<file path="config.mk">
export PLATFORM = sky130hd
export DESIGN_NAME = stream_lifo
export DESIGN_NICKNAME = d
export VERILOG_FILES = /design/src/rtl/stream_lifo.sv
export SDC_FILE = /design/constraint.sdc
export NUM_CORES = 1
export LEC_CHECK = 0
export CAP_MARGIN = 15
export CORE_UTILIZATION = 45
export CTS_CLUSTER_DIAMETER = 120
export DETAILED_ROUTE_END_ITERATION = 8
export PLACE_DENSITY_LB_ADDON = 0.3
export SKIP_LAST_GASP = 1
export SLEW_MARGIN = 30
export SYNTH_ARGS = -nofsm -noshare
export SYNTH_HDL_FRONTEND = slang
export SYNTH_SLANG_ARGS = --single-unit
</file>
<file path="constraint.sdc">
create_clock -name clk -period 4 [get_ports clk]
set_input_delay 0.4 -clock clk [delete_from_list [all_inputs] [get_ports clk]]
set_output_delay 0.4 -clock clk [all_outputs]
set_load 0.01 [all_outputs]
</file>
<file path="src/rtl/stream_lifo.sv">
// Valid/ready LIFO stack of DEPTH samples; the newest sample is presented first on out_data.
// Latency: 1 cycle from push to visibility. Backpressure: in_ready = !full, outputs depend on registers only.
// Optional STREAM_LIFO_DRAIN_EN: alternate fill/drain phases so each DEPTH block is emitted reversed.
module stream_lifo #(
    parameter int  DATA_WIDTH = 16,
    parameter int  DEPTH      = 8,
    localparam int CNT_WIDTH  = $clog2(DEPTH + 1)
) (
    input  logic                  clk,
    input  logic                  rst,
    input  logic                  in_valid,
    output logic                  in_ready,
    input  logic [DATA_WIDTH-1:0] in_data,
    output logic                  out_valid,
    input  logic                  out_ready,
    output logic [DATA_WIDTH-1:0] out_data,
    output logic [CNT_WIDTH-1:0]  count,
    output logic                  full,
    output logic                  empty
);

    localparam int                   IDX_W    = $clog2(DEPTH);
    localparam logic [CNT_WIDTH-1:0] ONE      = CNT_WIDTH'(1);
    localparam logic [CNT_WIDTH-1:0] FULL_CNT = CNT_WIDTH'(DEPTH);

    logic [DATA_WIDTH-1:0] mem [DEPTH];
    logic [CNT_WIDTH-1:0]  cnt_q;
    logic                  push;
    logic                  pop;
    logic [IDX_W-1:0]      top_idx;
    logic [IDX_W-1:0]      wr_idx;

    assign count = cnt_q;
    assign full  = (cnt_q == FULL_CNT);
    assign empty = (cnt_q == '0);

`ifdef STREAM_LIFO_DRAIN_EN
    typedef enum logic {FILL, DRAIN} phase_t;
    phase_t state_q;
    phase_t state_d;

    always_ff @(posedge clk) begin
        if (rst) begin
            state_q <= FILL;
        end else begin
            state_q <= state_d;
        end
    end

    always_comb begin
        state_d = state_q;
        case (state_q)
            FILL:    if (push && (cnt_q == FULL_CNT - ONE)) state_d = DRAIN;
            DRAIN:   if (pop && (cnt_q == ONE))             state_d = FILL;
            default: state_d = FILL;
        endcase
    end

    always_comb begin
        in_ready  = 1'b0;
        out_valid = 1'b0;
        case (state_q)
            FILL:    in_ready  = !full;
            DRAIN:   out_valid = !empty;
            default: ;
        endcase
    end
`else
    assign in_ready  = !full;
    assign out_valid = !empty;
`endif

    assign push    = in_valid && in_ready;
    assign pop     = out_valid && out_ready;
    assign top_idx = IDX_W'(cnt_q - ONE);
    // A simultaneous push and pop replaces the current top in place.
    assign wr_idx  = pop ? top_idx : IDX_W'(cnt_q);

    assign out_data = empty ? '0 : mem[top_idx];

    always_ff @(posedge clk) begin
        if (!rst && push) begin
            mem[wr_idx] <= in_data;
        end
    end

    always_ff @(posedge clk) begin
        if (rst) begin
            cnt_q <= '0;
        end else begin
            case ({push, pop})
                2'b10:   cnt_q <= cnt_q + ONE;
                2'b01:   cnt_q <= cnt_q - ONE;
                default: cnt_q <= cnt_q;
            endcase
        end
    end

endmodule
</file>
# Word level (Yosys, flattened, before mapping)
# Memories as Yosys holds them, arrays and structs flattened.
# Cells that the tools add are included.
# W data, S select, Z words.
[totals]
regBits = 4
ramBits = 128
output_inout_bits = 24
wordCells = 20
mem_count = 1
[op_classes]
addsub = 2
eq_ne = 3
muxes = 5
n_reduce_logical = 8
[mem_list]
columns = ["name", "words", "word_bits", "rd", "rd_clocked_by_memory_dff", "wr", "line", "rtl"]
rows = [
  ["mem", 8, 16, 1, 0, 1, "26", "logic [DATA_WIDTH-1:0] mem [DEPTH];"],
]
[op_table]
columns = ["cell", "n"]
rows = [
  ["$mux W16", 1],
  ["$pmux W4 S2", 1],
  ["$add A4 B1 Y4 const B", 1],
  ["$eq A4 B4 Y1 const B", 1],
  ["$logic_not A4 Y1", 1],
  ["$sub A4 B1 Y4 const B", 1],
  ["$logic_and A1 B1 Y1", 3],
  ["$logic_not A1 Y1", 3],
  ["$mux W3", 1],
  ["$eq A2 B1 Y1 const B", 1],
  ["$eq A2 B2 Y1 const B", 1],
  ["$mux W1", 2],
  ["$reduce_bool A2 Y1", 1],
]

# Logic depth before layout (Yosys ltp)
[depth]
depth_word = 6
ltp_mapped = 12

# Least setup slack after synthesis
# No wires, ideal clock.
[synth_timing]
kind = "reg2reg"
from = "register cnt_q[0] (netlist: count[0])"
to = "memory mem[2][0], enable pin"
setup_ns = 0.414
arrival_ns = 2.971
setup_slack_ns = 0.614
stages_incl_launch_ff = 9
path_cell_list = "dfxtp_1 > buf_6 > buf_6 > inv_1 > ha_1 > buf_4 > nand3b_1 > nand3b_1 > a211oi_1"
[synth_between]
elab_chain_len = 6
word_cells_on_any_way = 11
[synth_lines]
columns = ["item", "line", "rtl"]
rows = [
  ["start: declaration", "27", "logic [CNT_WIDTH-1:0] cnt_q;"],
  ["start signal: assignment", "92", "2'b10: cnt_q <= cnt_q + ONE;"],
  ["start signal: assignment", "93", "2'b01: cnt_q <= cnt_q - ONE;"],
  ["start signal: assignment", "94", "default: cnt_q <= cnt_q;"],
  ["$eq A4 B4 Y1", "34", "assign full = (cnt_q == FULL_CNT);"],
  ["$logic_not A1 Y1", "69", "assign in_ready = !full;"],
  ["named net in_ready", "12", "output logic in_ready,"],
  ["$logic_and A1 B1 Y1", "73", "assign push = in_valid && in_ready;"],
  ["$logic_and A1 B1 Y1", "82", "if (!rst && push) begin"],
  ["$mux W1", "82", ""],
  ["$mux W1 (implied by the code)", "83", "mem[wr_idx] <= in_data;"],
  ["end: declaration", "26", ""],
]
# The timed path passes the listed nets, and every way through them passes these cells.

# Final worst setup path
[layout_timing]
from = "register cnt_q[1] (netlist: count[1])"
to = "output port out_data[3]"
[layout_between]
elab_chain_len = 3
word_cells_on_any_way = 4
[layout_lines]
columns = ["item", "line", "rtl"]
rows = [
  ["$sub A4 B1 Y4", "--", ""],
  ["$mem_v2 Z8 W16", "--", ""],
  ["$mux W16 *", "79", "assign out_data = empty ? '0 : mem[top_idx];"],
  ["end: declaration", "16", "output logic [DATA_WIDTH-1:0] out_data,"],
]
# Every way passes the cells marked *; elsewhere a longest branch is shown, timed or not.

==> results.yml <==
worst_setup_path:
  startpoint_type: "flip-flop"
  r2r_end: "mem[4][3]$_DFFE_PP_"
  worstPathCellList: "inv_1 > ha_1 > buf_12 > mux4_1 > a22o_1 > clkdlybuf4s50_1"
  crit_type: "flip-flop to primary output"
  arrival_ns: 3.18
  reg2regPathDepth: 6
  cp_max_fo: 21
  crit-reg2reg-launch: "count[1]$_SDFFE_PP0P_"
  max_stage_delay_ns: 0.84
  endpoint_kind: "primary output"
  required_ns: 3.60
  reg2reg_slack_ns: 0.88
  slowest_stage: "ha_1"
logic_synthesis:
  synth_area_leaders: "edfxtp_1, mux4_1, mux4_2"
  synthArstFlopShare_pct: 0
  ys.flop_type: "edfxtp_1"
  yosysSeqAreaShare_pct: 73.2
  postSynthCellCount: 251
  synth_area_um2: 5360
  ys_seq_elements: 132
  yosys.area.top_type: "edfxtp_1"
  synth_cell_types: 40
  syn-num-nets: 274
  synth_top_cell_area_share_pct: 71.7
  synth-edff-count: 128
  yosys_warnings: 0
  syn_avg_cell_area_um2: 21.3
floorplan:
  num_io_pins: 44
  num_rows: 39
  die_x_um: 111
  initial_utilization_pct: 46.5
  core_um2: 11500
  die_h_um: 111
  dieArea_um2: 12300
run_status:
  violations: "design-rule violations"
  status: "complete, but fails checks"
place:
  placed_area_um2: 6010
  place.gp.congestion: 0.717
  port_buffers: 43
  dp.final_hpwl_um: 6050
clock_tree:
  cts_tree: "built"
  clock_path_buffers: 2
  cts_resized: 0
  cts_root_buffer: "clkbuf_16"
  cts_setup_buffers: 0
  cts_htree_levels: 4
  cts_inserted_buffers: 17
  insertion_delay_ns: 0.41
  clock-sinks: 132
  clkTransAtPathRegs_ns: 0.06
  holdBufCountCts: 0
layout:
  drive_above_1_share_pct: 23.0
  n_fill_cell: 854
  design_area_um2: 6650
  finish.utilization_pct: 57.7
  synthToLayoutAreaGrowth_pct: 24.1
  diodes: 0
  nets: 337
grt:
  grt_pass1_wl_um: 16200
  antenna_found_initial: 0
  grt.total_usage_pct: 18.3
  grt_pass1_vias: 2792
  grt_max_degree: 41
  grt-ovfl-total: 0
power:
  p_int_uw: 3670
  seqPwrFrac_pct: 32.6
  power.leakage_uw: 0.00219
  power_density_nw_per_um2: 775
  peakVddDrop_v: 0.000494
  comb_power_share_pct: 35.3
  swShare_pct: 28.7
  p_sw_uw: 1480
  pwr-share-clk_pct: 32.2
drt:
  dr.pass1.iters: 7
  vias: 2705
  viasPerCell: 5.77
  wirelength_um: 10300
  wire_per_inst_um: 21.9
  final_antenna_net_count: 0
  initialDrtViolationCount: 214
  drcViolationCount: 8
sta:
  slew_violations: 0
  fmax_mhz: 280
  fin_crit_ns: 3.58
  fin_tns_setup_ns: 0
  timing.final.crit_share_pct: 89.4
  relSlewSlack_pct: 45.0
  finalHoldViolations: 0
  worst_slew_pin_slew_ns: 0.825
  final-setup-viol-count: 0
  rsz0062_at_grt: "false"
  finalClockSkew_ns: 0.00832
worst_hold_path:
  hp-start: "count[3]$_SDFFE_PP0P_"
  hold_path.class: "flip-flop to flip-flop"
  hold_depth: 2
  min_to: "count[3]$_SDFFE_PP0P_"
job:
  cap_violations: 0
final cells by class:
cell class / instances / area [um^2] / area share [%]
inverters: 5 / 18.8 / 0.282
repair buffers: 57 / 548 / 8.24
clock inverters: 14 / 210 / 3.16
well taps: 143 / 179 / 2.69
multi-input cells: 101 / 1340 / 20.2
flip-flops and latches: 132 / 3930 / 59.0
clock buffers: 17 / 425 / 6.40
power by group through the flow:
stage	logic [uW]	clock network [uW]	registers, uW
finish	1820	1660	1680
global route	1940	1730	1690
CTS	1850	1680	1680
detailed placement	1830	0	1700
global placement	1820	0	1700
floorplan	1140	0	1700
cell usage in the layout (no fill, tap or decap), types with 2 or more instances in the layout:
cell type and count:
ha_1 3, mux4_2 17, clkinvlp_4 3, nand3b_1 2, a21oi_1 2, inv_2 2
buf_4 13, clkinv_2 4, edfxtp_1 128, a211oi_2 6, inv_1 3, bufinv_16 5
nor2b_1 4, nor2_1 5, nor3_2 2, a211o_1 2, nand2b_1 3, dfxtp_1 3
o211ai_1 2, clkdlybuf4s50_1 43, mux4_1 15, a22o_1 16, clkbuf_16 17, xor2_1 2
o21ai_0 4
worst max-delay path by stage:
stage,startpoint,to,depth (start not counted)
2_1_floorplan,count[0]$_SDFFE_PP0P_,mem[2][0]$_DFFE_PP_,8
3_5_place_dp,count[1]$_SDFFE_PP0P_,out_data[1],6
3_3_place_gp,count[1]$_SDFFE_PP0P_,out_data[1],6
6_report,count[1]$_SDFFE_PP0P_,out_data[3],6
5_1_grt,count[1]$_SDFFE_PP0P_,out_data[1],6
4_1_cts,count[1]$_SDFFE_PP0P_,out_data[3],6
critical path, delay by kind of cell, from the launching register on:
| family | cells | cell delay [ns] |
|---|---|---|
| buffers and inverters | 3 | 0.86 |
| adder cells (fa/ha/maj) | 1 | 0.84 |
| multiplexers | 1 | 0.32 |
| AO/OA/AOI/OAI | 1 | 0.26 |
| flip-flops | 1 | 0.46 |
kinds of logic after synthesis:
group / share of synthesized area [%]
buf+inv: 2.17
flops: 73.2
compound gates: 5.39
xor+xnor: 0.491
simple gates: 3.11
mux: 14.9
fa+ha+maj: 0.701
flip-flops by register name, summed over array words and instances (netlist names):
signal  flops
mem       128
count       4
synthesized netlist by cell type, types with 3 or more instances:
master / count
inv_1: 3
a211oi_1: 4
nor2b_1: 4
nand2b_1: 3
buf_2: 5
edfxtp_1: 128
dfxtp_1: 4
buf_4: 3
nor2_1: 5
ha_1: 3
a211oi_2: 3
a22o_1: 16
o21ai_0: 4
mux4_1: 15
mux4_2: 17
through the flow:
step           setup slack (ns)  total power [uW]  cells  hold slack (ns)
2_1_floorplan             0.614              2840    251            0.469
3_3_place_gp              0.935              3520    438            0.583
3_5_place_dp              0.854              3540    438            0.611
4_1_cts                   0.374              5210    469            0.629
5_1_grt                   0.257              5360    469            0.670
6_report                  0.423              5150    469            0.628
layer usage:
| layer | vias to the layer above | routed length, um | share of wire, % | track usage (%) |
|---|---|---|---|---|
| li1 | 1205 | - | - | - |
| met1 | 1413 | 4570 | 44 | 23.8 |
| met2 | 75 | 5170 | 50 | 29.1 |
| met3 | 12 | 443 | 4.3 | 4.87 |
| met4 | 0 | 105 | 1.0 | 8.47 |
| met5 | - | 0 | 0 | 0 |
Note: power is estimated with default switching activity, not from simulation.
